File: config.mk
export PLATFORM = sky130hd
export DESIGN_NAME = regfile_wb_arbiter_flat
export DESIGN_NICKNAME = d
export VERILOG_FILES = /design/src/rtl/regfile_wb_arbiter_if.sv /design/src/rtl/regfile_wb_arbiter.sv /design/src/flat_wrapper.sv
export SDC_FILE = /design/constraint.sdc
export NUM_CORES = 1
export LEC_CHECK = 0
export ABC_CLOCK_PERIOD_IN_PS = 3500
export BUFFER_PORTS_ARGS = -buffer_cell sky130_fd_sc_hd__buf_2
export CAP_MARGIN = 20
export CORE_ASPECT_RATIO = 1.75
export CORE_MARGIN = 2
export CORE_UTILIZATION = 36
export CTS_CLUSTER_SIZE = 8
export DETAILED_ROUTE_END_ITERATION = 8
export GPL_TIMING_DRIVEN = 0
export HOLD_SLACK_MARGIN = 0.02
export PLACE_DENSITY_LB_ADDON = 0.05
export SYNTH_ARGS = -nofsm -noshare
export SYNTH_HDL_FRONTEND = slang
export SYNTH_SLANG_ARGS = --single-unit
File: constraint.sdc
create_clock -name clk -period 3.5 [get_ports clk]
set_clock_uncertainty 0.1 [all_clocks]
set_input_delay 0.525 -clock clk [delete_from_list [all_inputs] [get_ports clk]]
set_output_delay 0.525 -clock clk [all_outputs]
set_load 0.02 [all_outputs]
File: src/rtl/regfile_wb_arbiter_if.sv
// Writeback bus for regfile_wb_arbiter.
// Holds the ALU stream, the LSU valid/ready stream, the register-file write
// port and the status outputs for hazard detection.
// Handshake: an LSU result transfers on a rising clk edge where
// i_lsu_valid && o_lsu_ready. While o_lsu_ready is low, the source holds dest/data.
// The ALU stream has no ready. When o_stall_alu is high, the ALU result is ignored
// and upstream re-presents it in the next cycle.
interface regfile_wb_arbiter_if #(
    parameter int DEPTH = 4
);
    localparam int CW = $clog2(DEPTH + 1);

    logic          i_alu_valid;
    logic [4:0]    i_alu_dest;
    logic [31:0]   i_alu_data;
    logic          i_lsu_valid;
    logic          o_lsu_ready;
    logic [4:0]    i_lsu_dest;
    logic [31:0]   i_lsu_data;
    logic          o_wr_en;
    logic [4:0]    o_dest_addr;
    logic [31:0]   o_data;
    logic          o_stall_alu;
    logic [31:0]   o_busy_mask;
    logic [CW-1:0] o_fifo_count;

    // Upstream pipeline / testbench side
    modport master (
        output i_alu_valid, i_alu_dest, i_alu_data,
        output i_lsu_valid, i_lsu_dest, i_lsu_data,
        input  o_lsu_ready, o_wr_en, o_dest_addr, o_data,
        input  o_stall_alu, o_busy_mask, o_fifo_count
    );

    // Arbiter side
    modport slave (
        input  i_alu_valid, i_alu_dest, i_alu_data,
        input  i_lsu_valid, i_lsu_dest, i_lsu_data,
        output o_lsu_ready, o_wr_en, o_dest_addr, o_data,
        output o_stall_alu, o_busy_mask, o_fifo_count
    );
endinterface

File: src/rtl/regfile_wb_arbiter.sv
// Register-file write-port arbiter.
// Merges the fixed-timing ALU stream and the handshaked long-latency
// (LSU/mul) stream onto one registered write port.
// Long-latency results are buffered in a DEPTH-entry FIFO.
// A defer counter bounds how long the FIFO head can be starved. When the
// counter saturates, the ALU stream is frozen for one cycle.
// Optional macro WB_LSU_BYPASS_EN: when the FIFO is empty and the ALU is idle,
// an LSU result is written directly with one cycle of latency.
module regfile_wb_arbiter #(
    parameter int DEPTH     = 4,
    parameter int MAX_DEFER = 8
) (
    input logic                   clk,
    input logic                   rst_n,
    regfile_wb_arbiter_if.slave   bus
);
    localparam int AW = (DEPTH > 1) ? $clog2(DEPTH) : 1;
    localparam int CW = $clog2(DEPTH + 1);
    localparam int DW = $clog2(MAX_DEFER + 1);

    logic [4:0]    mem_dest_q [DEPTH];
    logic [31:0]   mem_data_q [DEPTH];
    logic [AW-1:0] wr_ptr_q, wr_ptr_d;
    logic [AW-1:0] rd_ptr_q, rd_ptr_d;
    logic [CW-1:0] count_q, count_d;
    logic [DW-1:0] defer_q, defer_d;
    logic          wr_en_q, wr_en_d;
    logic [4:0]    dest_q, dest_d;
    logic [31:0]   data_q, data_d;

    logic          fifo_empty;
    logic          fifo_full;
    logic          stall;
    logic          byp_ok;
    logic          push;
    logic          pop;
    logic          sel_v;
    logic [4:0]    sel_dest;
    logic [31:0]   sel_data;
    logic [31:0]   busy_mask;

    assign fifo_empty = (count_q == '0);
    assign fifo_full  = (count_q == CW'(DEPTH));
    assign stall      = (defer_q == DW'(MAX_DEFER)) && !fifo_empty;

`ifdef WB_LSU_BYPASS_EN
    // A result may skip the FIFO only when nothing is queued ahead of it.
    // This keeps write order intact.
    assign byp_ok = fifo_empty && !bus.i_alu_valid && bus.i_lsu_valid;
`else
    assign byp_ok = 1'b0;
`endif

    // Pick the write source: forced pop, then ALU, then bypass, then FIFO head.
    always_comb begin
        pop      = 1'b0;
        sel_v    = 1'b0;
        sel_dest = '0;
        sel_data = '0;
        if (stall) begin
            pop      = 1'b1;
            sel_v    = 1'b1;
            sel_dest = mem_dest_q[rd_ptr_q];
            sel_data = mem_data_q[rd_ptr_q];
        end else if (bus.i_alu_valid) begin
            sel_v    = 1'b1;
            sel_dest = bus.i_alu_dest;
            sel_data = bus.i_alu_data;
        end else if (byp_ok) begin
            sel_v    = 1'b1;
            sel_dest = bus.i_lsu_dest;
            sel_data = bus.i_lsu_data;
        end else if (!fifo_empty) begin
            pop      = 1'b1;
            sel_v    = 1'b1;
            sel_dest = mem_dest_q[rd_ptr_q];
            sel_data = mem_data_q[rd_ptr_q];
        end
    end

    // Compute the next state of the output register, FIFO pointers and defer counter.
    // A full FIFO refuses pushes even when it pops in the same cycle.
    always_comb begin
        push     = bus.i_lsu_valid && !fifo_full && !byp_ok;
        wr_ptr_d = push ? wr_ptr_q + AW'(1) : wr_ptr_q;
        rd_ptr_d = pop  ? rd_ptr_q + AW'(1) : rd_ptr_q;
        count_d  = count_q + CW'(push) - CW'(pop);
        if (fifo_empty || pop) begin
            defer_d = '0;
        end else if (defer_q != DW'(MAX_DEFER)) begin
            defer_d = defer_q + DW'(1);
        end else begin
            defer_d = defer_q;
        end
        // Writes to x0 are squashed to the idle pattern.
        if (sel_v && (sel_dest != 5'd0)) begin
            wr_en_d = 1'b1;
            dest_d  = sel_dest;
            data_d  = sel_data;
        end else begin
            wr_en_d = 1'b0;
            dest_d  = '0;
            data_d  = '0;
        end
    end

    // Build the pending-write mask from the live FIFO entries, walking from the head.
    always_comb begin
        busy_mask = '0;
        for (int i = 0; i < DEPTH; i++) begin
            if (CW'(i) < count_q) begin
                busy_mask[mem_dest_q[rd_ptr_q + AW'(i)]] = 1'b1;
            end
        end
        busy_mask[0] = 1'b0;
    end

    // FIFO storage. The contents are only meaningful below count_q, so this storage has no reset.
    always_ff @(posedge clk) begin
        if (push) begin
            mem_dest_q[wr_ptr_q] <= bus.i_lsu_dest;
            mem_data_q[wr_ptr_q] <= bus.i_lsu_data;
        end
    end

    // State registers. An asynchronous reset drops every buffered result.
    always_ff @(posedge clk or negedge rst_n) begin
        if (!rst_n) begin
            wr_ptr_q <= '0;
            rd_ptr_q <= '0;
            count_q  <= '0;
            defer_q  <= '0;
            wr_en_q  <= 1'b0;
            dest_q   <= '0;
            data_q   <= '0;
        end else begin
            wr_ptr_q <= wr_ptr_d;
            rd_ptr_q <= rd_ptr_d;
            count_q  <= count_d;
            defer_q  <= defer_d;
            wr_en_q  <= wr_en_d;
            dest_q   <= dest_d;
            data_q   <= data_d;
        end
    end

    assign bus.o_lsu_ready  = !fifo_full;
    assign bus.o_stall_alu  = stall;
    assign bus.o_busy_mask  = busy_mask;
    assign bus.o_fifo_count = count_q;
    assign bus.o_wr_en      = wr_en_q;
    assign bus.o_dest_addr  = dest_q;
    assign bus.o_data       = data_q;
endmodule

File: src/flat_wrapper.sv
// flat-port wrapper written by rule: the top's interface ports become plain ports
module regfile_wb_arbiter_flat 
#(
    parameter int DEPTH     = 4,
    parameter int MAX_DEFER = 8
)
  (clk, rst_n, bus_i_alu_valid, bus_i_alu_dest, bus_i_alu_data, bus_i_lsu_valid, bus_i_lsu_dest, bus_i_lsu_data, bus_o_lsu_ready, bus_o_wr_en, bus_o_dest_addr, bus_o_data, bus_o_stall_alu, bus_o_busy_mask, bus_o_fifo_count);
  regfile_wb_arbiter_if #(.DEPTH(DEPTH)) bus_i ();
  input logic clk;
  input logic rst_n;
  input wire logic [$bits(bus_i.i_alu_valid)-1:0] bus_i_alu_valid;
  input wire logic [$bits(bus_i.i_alu_dest)-1:0] bus_i_alu_dest;
  input wire logic [$bits(bus_i.i_alu_data)-1:0] bus_i_alu_data;
  input wire logic [$bits(bus_i.i_lsu_valid)-1:0] bus_i_lsu_valid;
  input wire logic [$bits(bus_i.i_lsu_dest)-1:0] bus_i_lsu_dest;
  input wire logic [$bits(bus_i.i_lsu_data)-1:0] bus_i_lsu_data;
  output wire logic [$bits(bus_i.o_lsu_ready)-1:0] bus_o_lsu_ready;
  output wire logic [$bits(bus_i.o_wr_en)-1:0] bus_o_wr_en;
  output wire logic [$bits(bus_i.o_dest_addr)-1:0] bus_o_dest_addr;
  output wire logic [$bits(bus_i.o_data)-1:0] bus_o_data;
  output wire logic [$bits(bus_i.o_stall_alu)-1:0] bus_o_stall_alu;
  output wire logic [$bits(bus_i.o_busy_mask)-1:0] bus_o_busy_mask;
  output wire logic [$bits(bus_i.o_fifo_count)-1:0] bus_o_fifo_count;
  assign bus_i.i_alu_valid = bus_i_alu_valid;
  assign bus_i.i_alu_dest = bus_i_alu_dest;
  assign bus_i.i_alu_data = bus_i_alu_data;
  assign bus_i.i_lsu_valid = bus_i_lsu_valid;
  assign bus_i.i_lsu_dest = bus_i_lsu_dest;
  assign bus_i.i_lsu_data = bus_i_lsu_data;
  assign bus_o_lsu_ready = bus_i.o_lsu_ready;
  assign bus_o_wr_en = bus_i.o_wr_en;
  assign bus_o_dest_addr = bus_i.o_dest_addr;
  assign bus_o_data = bus_i.o_data;
  assign bus_o_stall_alu = bus_i.o_stall_alu;
  assign bus_o_busy_mask = bus_i.o_busy_mask;
  assign bus_o_fifo_count = bus_i.o_fifo_count;
  regfile_wb_arbiter #(.DEPTH(DEPTH), .MAX_DEFER(MAX_DEFER)) u_core (.clk(clk), .rst_n(rst_n), .bus(bus_i));
endmodule
==> results of run 1 <==
## power groups by stage
| stage | logic (uW) | clock network [uW] | registers, uW |
|---|---|---|---|
| finish | 5600 | 1990 | 3350 |
| global route | 5940 | 2120 | 3400 |
| CTS | 5520 | 2040 | 3350 |
| detailed placement | 5300 | 0 | 3370 |
| global placement | 5210 | 0 | 3370 |
| floorplan | 3110 | 0 | 3570 |
## path summary, 6_finish.rpt
path	startpoint	endpoint	slack, ps	depth (start not counted)
max	u_core.rd_ptr_q[0]$_DFFE_PN0N_	bus_o_busy_mask[10]	40	7
min	bus_i_lsu_data[20]	u_core.mem_data_q[1][20]$_DFFE_PP_	190	1
max reg2reg	u_core.bus.o_fifo_count[2]$_DFF_PN0_	u_core.bus.o_fifo_count[1]$_DFF_PN0_	300	8
min reg2reg	u_core.defer_q[0]$_DFFE_PN0P_	u_core.defer_q[0]$_DFFE_PN0P_	390	1
max in group asynchronous	rst_n	u_core.bus.o_data[27]$_DFF_PN0_	2220	3
min in group asynchronous	rst_n	u_core.bus.o_fifo_count[1]$_DFF_PN0_	500	2
## sequential cells by signal, indices dropped and copies added (netlist names)
name                     flops
u_core.bus.o_fifo_count      3
u_core.bus.o_dest_addr       5
u_core.bus.o_wr_en           1
u_core.defer_q               4
u_core.bus.o_data           32
u_core.mem_dest_q           20
u_core.mem_data_q          128
u_core.rd_ptr_q              2
u_core.wr_ptr_q              2
## critical path: stages (launching register included)
cell and delay [ps]:
dfrtp_1 340, buf_6 170, mux4_1 770, nor2b_1 220, clkbuf_1 290, a32oi_1 320
nand3_1 100, buf_2 170
## metal layers
| layer | vias to the layer above | global-route usage | wire (microns) |
|---|---|---|---|
| met4 | 2 | 0.125 | 1520 |
| met3 | 67 | 0.0431 | 1160 |
| met1 | 3155 | 0.217 | 9860 |
| met2 | 232 | 0.432 | 16800 |
| met5 | - | 0 | 7 |
| li1 | 2835 | - | - |
## synth_stat cells, drive strengths merged, types with 4 or more instances
library cell	instances	share of area
edfxtp	148	0.48
mux4	52	0.13
dfrtp	49	0.13
nand3	45	0.025
a22oi	40	0.033
nand2	34	0.014
a31oi	32	0.022
a32oi	25	0.024
clkbuf	24	0.0098
buf	23	0.018
inv	16	0.0065
nor2	15	0.0061
nor2b	15	0.010
ha	10	0.014
and2	9	0.0061
nand4	9	0.0061
nor4b	8	0.0083
and4b	5	0.0057
nand2b	5	0.0034
and3	4	0.0027
o211a	4	0.0043
xnor2	4	0.0038
## layout make-up
type / instances / area [sq um] / area share
Inverter: 16 / 63.8 / 0.00562
Clock inverter: 14 / 178 / 0.0156
Buffer: 46 / 270 / 0.0238
Clock buffer: 18 / 429 / 0.0378
Tap cell: 316 / 395 / 0.0348
Multi-Input combinational cell: 348 / 3420 / 0.301
Sequential cell: 197 / 5670 / 0.499
Timing Repair Buffer: 167 / 931 / 0.0819
## metrics by stage
| stage | setup slack (ps) | utilization |
|---|---|---|
| floorplan | 706 | - |
| global placement | -554 | 0.411 |
| detailed placement | -143 | 0.416 |
| CTS | 12.4 | 0.448 |
| global route | -42.2 | 0.450 |
| finish | 43.1 | 0.450 |
## repair_timing
item                       4_1_cts  5_1_grt
pin swaps                        1        0
setup buffers                    5        1
setup endpoints to repair       32       22
hold buffers                     1        0
hold endpoints to repair        21        0
resized for setup               28       14
## cells by family (layout without fill, tap and decap cells)
group,Yosys count,count (layout)
AOI/OAI and AO/OA,113,113
xor gates and xnor gates,6,6
adders and majority gates,11,11
buffers and inverters,63,261
DFF,197,197
muxes,53,53
other,1,1
and+or+nand+nor,164,164
==> impl_results.md, run 1 <==
* Most frequent cells in the layout: buf_2, edfxtp_1, dfrtp_1
* Fraction of registers with async set/reset at 0.249
* Most common cell after layout, fill and taps aside: buf_2
* Status: complete, no violations
* Sw Share at 0.427
* DR vias at 6,291
* Layout cells sized above 1 at 0.380
* Endpoints failing hold at 0
* Root Driver: clkbuf_16
* Fin cells at 1,122
* Fmax at 0.289 GHz
* DPL Wire Length at roughly 22,000 microns
* P_sw at 4670 uW
* Die footprint at 26,900 sq um
* Post-synth EDFFs at around 150
* Pleak at 0.00434 uW
* H-tree levels at 4
* Vias in the first global route at 6,889
* Worst EP required at roughly 2900 ps
* ANT nets after route at 0
* Hold slack at 193 ps
* Post-synthesis simple-gate area fraction at 0.0996
* Cts bufs inserted at 17
* Register bit total from synthesis at 197
* N_diodes at 0
* DRC at 0
* Nets at 882
* Area after DPL at 10,500 sq um
* Largest net degree at the start of global routing at 29
* Synth Flop Type: edfxtp_1
* Fin. max-slew vios at 0
* RSZ-0062 raised after global routing: true
* Power Density at 963 nW/um^2
* Xor and xnor area share after synthesis at 0.00570
* Gate power share at 0.512
* Compound-Gate Fraction of Synth Area at 0.0979
* I/O pin total at 153
* Maximum buffer depth of the clock tree at 2
* WL final at between 20,000 and 30,000 microns
* Tot GR Track Use at 0.223
* Minimum clock period at approximately 3500 ps
* Syn Inst Count at 608
* Routed WL per cell at between 20 and 30 microns
* Synthesized Nets at about 700
* Slew margin rel. at 0.409
* Synth unique cells at between 50 and 60
* VDD IR max at a little under 0.4 mV
* Port Buffers at 151
* Die Height at ~220 microns
* First-pass GRT wire length at ~44,000 microns
* Syn Area/Cell at 15.2 sq um
* CTS tree: done
* HP Class: primary input to flop
* Seq pwr share at 0.306
* Total gr overflow at 0
* Final instance area at 11,400 sq um
* CP Class: flop to output pin
* Worst slew pin tran at 884 ps
* Starting density of the core at 0.365
* Area of the core at roughly 25,000 sq um
* Clock transition at path regs at about 70 ps
* P_int at 6270 uW
* Setup crit end kind: output pin
* Die Wd at 125 microns
* Clock power share at 0.182
* Final setup vio count at 0
* Area growth, synth to finish at 23.3%
* Post-synthesis cell area at 9210 sq um
* Area share of fa/ha/maj cells after synthesis at 0.0158
* Routability Congestion at 1.00
* Sequential fraction of the synthesis area at 0.616
* Vias per cell at ~5.6
* Final setup TNS at 0 ps
* Pwr Total at around 11,000 uW
* Initial antenna violation count at 1
* CTS sink count at a little under 200
* Placed cell count at 1,084
* Critical Path AT at 2830 ps
* Max-Cap Viols at 0
* CP max FO at 9
* # fillers at 2,348
* Largest family of logic cells by synthesized area: multiplexers
* DR iter-0 viols at 449
* Initial DRT Pass Iterations at 5
* Post-synthesis mux area share at 0.131
* Final cycle utilization of the critical path at 0.988
* Std-Cell Rows at 77
* Ys Warns at 0
* Critical Path Start Type: flop
* Worst-Skew Late Latency at around 440 ps
(Power assumes the default switching activity.)
==> run 2, diff against run 1 <==
- CORE_MARGIN: 2 -> 3
- CTS_CLUSTER_DIAMETER: not set -> 150
- GPL_TIMING_DRIVEN: 0 -> not set
==> impl_results.md, run 2 (synthesis gave the netlist of run 1 again) <==
* Critical Path AT at 2780 ps (-50 ps)
* DRC at 0 (unchanged)
* CP max FO at 12 (+3)
* Tot GR Track Use at 0.214 (-0.00914)
* CTS sink count at 197 (unchanged)
* Port Buffers at 151 (unchanged)
* # fillers at 2,293 (-2.3%)
* Starting density of the core at 0.370 (+0.00480)
* Status: complete, no violations
* Setup crit end kind: output pin
* DPL Wire Length at 21,500 microns (-2.5%)
* Fmax at 0.294 GHz (+1.6%)
* First-pass GRT wire length at 43,200 microns (-1.6%)
* HP Class: primary input to asynchronous set/reset pin
* Power Density at 960 nW/um^2 (-0.28%)
* Slew margin rel. at 0.380 (-0.0289)
* RSZ-0062 raised after global routing: false
* Reg with most FFs: u_core.mem_data_q
* Die Wd at 127 microns (+1.6%)
* Root Driver: clkbuf_16
* CP Class: flop to output pin
* RR Endpoint: u_core.bus.o_data[11]$_DFF_PN0_
* Reg-to-reg critical path startpoint: u_core.rd_ptr_q[0]$_DFFE_PN0N_
* Utilization after layout at 0.447 (-0.00347)
* Area after DPL at 10,500 sq um (-0.31%)
* Initial DRT Pass Iterations at 5 (unchanged)
* Final instance area at 11,100 sq um (-2.1%)
* Maximum buffer depth of the clock tree at 2 (unchanged)
* Clock transition at path regs at 70 ps (about the same)
* Worst slew pin tran at 930 ps (+46.7 ps)
* Routability Congestion at 0.982 (-2.2%)
* Final setup vio count at 0 (unchanged)
* Worst R2R Setup Slack at 720 ps (+420 ps)
* ANT nets after route at 0 (unchanged)
* Die footprint at 27,600 sq um (+2.5%)
* Cells along the critical path: mux4_2 > nor4b_1 > buf_4 > a32oi_1 > nand3_1 > buf_2
* Area growth, synth to finish at 20.8%
* Final cycle utilization of the critical path at 0.972 (-0.0159)
* DR iter-0 viols at 522 (+16%)
* Routed WL per cell at 26.3 microns (+0.68%)
* CTS hold repair buffers at 0 (-1)
* Minimum clock period at 3400 ps (-55.7 ps)
* CTS tree: done
* Most common cell after layout, fill and taps aside: buf_2
* Initial antenna violation count at 1 (unchanged)
* Area of the core at 24,900 sq um (-1.3%)
* Layout cells sized above 1 at 0.379 (-0.000692)
* Pleak at 0.00429 uW (-1.0%)
* I/O pin total at 153 (unchanged)
* Worst EP required at 2870 ps (about the same)
* Top cell family by delay on the critical path: multiplexers
* Slowest-stage cell, CP: mux4_2
* Nets at 865 (-1.9%)
* Worst-Skew Late Latency at 430 ps (about the same)
* DR vias at 6,278 (-0.21%)
* Cts bufs inserted at 17 (unchanged)
* Vias per cell at 5.70 (+1.6%)
* H-tree levels at 4 (unchanged)
* Critical Path Start Type: flop
* Fin. max-slew vios at 0 (unchanged)
* WL final at 29,000 microns (-1.1%)
* Die Height at 218 microns (+0.93%)
* Final setup TNS at 0 ps (unchanged)
* Hold slack at 128 ps (-65.5 ps)
* Total gr overflow at 0 (unchanged)
* R2R depth at 6 (-2)
* Endpoints failing hold at 0 (unchanged)
* Largest net degree at the start of global routing at 37 (+28%)
* Critical path origin: u_core.rd_ptr_q[0]$_DFFE_PN0N_
* VDD IR max at 0.431 mV (+12%)
* Dpl ws at 396 ps (+539 ps)
* Setup WS post-layout at 98.7 ps (+55.7 ps)
* Max-Cap Viols at 0 (unchanged)
* Std-Cell Rows at 76 (-1.3%)
* WP buf/inv at 2 (-1)
* Slowest stage delay, CP at 670 ps (-100 ps)
* Vias in the first global route at 6,669 (-3.2%)
* Register area at 5680 sq um (+0.11%)
* Largest register FFs at 128 (unchanged)
* Multi-input gate area at 3250 sq um (-5.0%)
* Most frequent cells in the layout: buf_2, edfxtp_1, mux4_2
run 2: worst max-delay path by stage:
stage	endpoint	slack, ps	cells after the start
global route	bus_o_busy_mask[16]	20	8
global placement	bus_o_busy_mask[29]	450	5
floorplan	bus_o_busy_mask[22]	710	8
finish	bus_o_busy_mask[17]	100	6
detailed placement	bus_o_busy_mask[29]	400	5
CTS	bus_o_busy_mask[17]	30	6
run 2: cell type report:
class,count,area share
antenna,1,0.000225
clock buffer,21,0.0414
clock inverter,11,0.0156
inverter,16,0.00540
multi-input combinational,348,0.292
sequential,197,0.510
tap,312,0.0351
timing repair buffer,196,0.100
run 2: power by group:
group	leakage (uW)	switching, uW	internal, uW
clock network	0.000306	832	1240
logic	0.00204	3320	1880
registers	0.00195	276	3140
total	0.00429	4420	6260
run 2: per-stage QoR:
stage,power [uW],std cells
after floorplan,6680,608
after global placement,8620,1068
after detailed placement,8650,1068
after CTS,10800,1100
after global routing,11300,1101
final,10700,1102
run 2: repair_timing:
action                     CTS  global route
setup endpoints to repair    3            13
setup buffers                0             1
resized for setup            1             6
run 2: metal layers:
layer | vias up | track usage | routed length, microns | part of all wire
met4 | 0 | 0.104 | 1270 | 0.044
li1 | 2795 | - | - | -
met3 | 55 | 0.0392 | 1120 | 0.038
met2 | 241 | 0.407 | 16700 | 0.57
met1 | 3187 | 0.221 | 9960 | 0.34
met5 | - | 0 | 0 | 0
==> run 3, diff against run 2 <==
- BUFFER_PORTS_ARGS: -buffer_cell sky130_fd_sc_hd__buf_2 -> not set
- DONT_BUFFER_PORTS: not set -> 1
==> impl_results.md, run 3 (synthesis gave the netlist of run 1 again) <==
* Status: complete, no violations
* Slowest-stage cell, CP: mux4_2
* Port Buffers at 0 (-100%)
* Pleak at 0.00361 uW (-16%)
* DR iter-0 viols at 382 (-27%)
* Tot GR Track Use at 0.217 (+0.00286)
* Endpoints failing hold at 0 (unchanged)
* Die footprint at 27,600 sq um (unchanged)
* Power Density at 989 nW/um^2 (+3.0%)
* Minimum clock period at 3380 ps (-22.6 ps)
* Die Wd at 127 microns (unchanged)
* VDD IR max at 0.522 mV (+21%)
* Hold path startpoint: bus_i_lsu_data[1]
* DR vias at 5,823 (-7.2%)
* DRC at 0 (unchanged)
* RR Endpoint: u_core.bus.o_fifo_count[2]$_DFF_PN0_
* N_diodes at 0 (-1)
* Worst slew pin tran at 717 ps (-214 ps)
* Worst-Skew Late Latency at 440 ps (about the same)
* Final setup TNS at 0 ps (unchanged)
* Placed cell count at 912 (-15%)
* Std-Cell Rows at 76 (unchanged)
* R2R depth at 8 (+2)
* Initial DRT Pass Iterations at 5 (unchanged)
* Layout cells sized above 1 at 0.224 (-0.155)
* Critical path origin: u_core.rd_ptr_q[1]$_DFFE_PN0N_
* Reg-to-reg critical path startpoint: u_core.bus.o_fifo_count[0]$_DFF_PN0_
* Clock transition at path regs at 80 ps (about the same)
* WL final at 29,700 microns (+2.1%)
* Area after DPL at 9690 sq um (-7.5%)
* Fmax at 0.296 GHz (+0.67%)
* Slew margin rel. at 0.521 (+0.141)
* Most frequent cells in the layout: edfxtp_1, dfrtp_1, mux4_2
* First-pass GRT wire length at 43,100 microns (-0.21%)
* Root Driver: clkbuf_16
* DPL Wire Length at 21,600 microns (+0.37%)
* Met2 GRT Util at 0.415 (+0.00813)
* Slowest stage delay, CP at 700 ps (+30 ps)
* RSZ-0062 raised after global routing: false
* Nets at 710 (-18%)
* Largest register FFs at 128 (unchanged)
* Largest net degree at the start of global routing at 50 (+35%)
* CTS sink count at 197 (unchanged)
* Reg with most FFs: u_core.mem_data_q
* CP Class: flop to output pin
* Most common cell after layout, fill and taps aside: edfxtp_1
* Routed WL per cell at 31.3 microns (+19%)
* CTS tree: done
* Cts bufs inserted at 17 (unchanged)
* Max-Cap Viols at 0 (unchanged)
* Maximum buffer depth of the clock tree at 2 (unchanged)
* Final cycle utilization of the critical path at 0.965 (-0.00645)
* ANT nets after route at 0 (unchanged)
* Worst R2R Setup Slack at 670 ps (-50 ps)
* Final instance area at 10,300 sq um (-7.2%)
* Fin cells at 946 (-14%)
* Fin. max-slew vios at 0 (unchanged)
* Gr busiest metal: met2
* H-tree levels at 4 (unchanged)
* I/O pin total at 153 (unchanged)
* Total gr overflow at 0 (unchanged)
* Setup crit end kind: output pin
* Critical Path Start Type: flop
* # fillers at 2,306 (+0.57%)
* Cells along the critical path: mux4_2 > nor4b_2 > buf_4 > a22oi_1 > nand3_1
* Routability Congestion at 1.05 (+7.1%)
* Vias in the first global route at 6,170 (-7.5%)
* Hold Crit Endpoint: u_core.mem_data_q[2][1]$_DFFE_PP_
* GR Util met3 at 0.0495 (+0.0103)
* Vias per cell at 6.16 (+8.0%)
* Die Height at 218 microns (unchanged)
* Area of the core at 24,900 sq um (unchanged)
* CP max FO at 21 (+9)
* Critical Path AT at 2750 ps (-30 ps)
* Final setup vio count at 0 (unchanged)
* Hold depth at 0
* Initial antenna violation count at 0 (-1)
* Worst EP required at 2870 ps (about the same)
* Area growth, synth to finish at 12.1%
* Starting density of the core at 0.370 (unchanged)
* Met1 usage at 0.213 (-0.00830)
* HP Class: primary input to flop
## run 3: final cells by class
| class | count | area, sq um | share of cell area |
|---|---|---|---|
| clock inverter | 11 | 100 | 0.00969 |
| multi-input combinational | 348 | 3270 | 0.317 |
| sequential | 197 | 5680 | 0.550 |
| tap | 312 | 390 | 0.0378 |
| timing repair buffer | 41 | 343 | 0.0332 |
| inverter | 16 | 60.1 | 0.00582 |
| clock buffer | 21 | 483 | 0.0468 |
## run 3: worst max-delay path by stage
| stage | to | slack [ps] | depth (start not counted) |
|---|---|---|---|
| global placement | bus_o_busy_mask[8] | 200 | 5 |
| global route | bus_o_busy_mask[17] | 20 | 5 |
| finish | bus_o_busy_mask[8] | 120 | 5 |
| detailed placement | bus_o_busy_mask[8] | 240 | 5 |
| CTS | bus_o_busy_mask[8] | 20 | 5 |
| floorplan | bus_o_busy_mask[22] | 710 | 8 |
## run 3: critical path: cells and delay by family, from the launching register on
family	cells	cell delay, ps
AOI/OAI and AO/OA	1	70
buffers and inverters	1	220
DFF	1	600
and+or+nand+nor	2	730
muxes	1	700
## run 3: per-layer routing
metal / vias up / routed length [microns]
met3: 66 / 1550
met1: 3005 / 9630
met5: - / 0
li1: 2483 / -
met4: 0 / 1450
met2: 269 / 17000
## run 3: stage by stage
| step | total power (uW) | setup WS [ps] | hold slack (ps) | utilization |
|---|---|---|---|---|
| floorplan | 6680 | 706 | 129 | - |
| global placement | 8330 | 203 | 131 | 0.389 |
| detailed placement | 8350 | 239 | 131 | 0.389 |
| CTS | 10300 | 21.9 | 58.6 | 0.414 |
| global route | 10700 | 24.9 | 56.3 | 0.414 |
| finish | 10200 | 121 | 76.6 | 0.414 |
## run 3: repair_timing
action	4_1_cts	5_1_grt
pin swaps	0	0
hold buffers	2	0
setup endpoints to repair	7	4
resized for setup	3	1
setup buffers	0	0
gates cloned	0	0
endpoints found under the hold margin	49	0
## run 3: report_power, final
group	internal (uW)	switching (uW)
sequential	3140	581
combinational	1570	3030
clock	1070	835
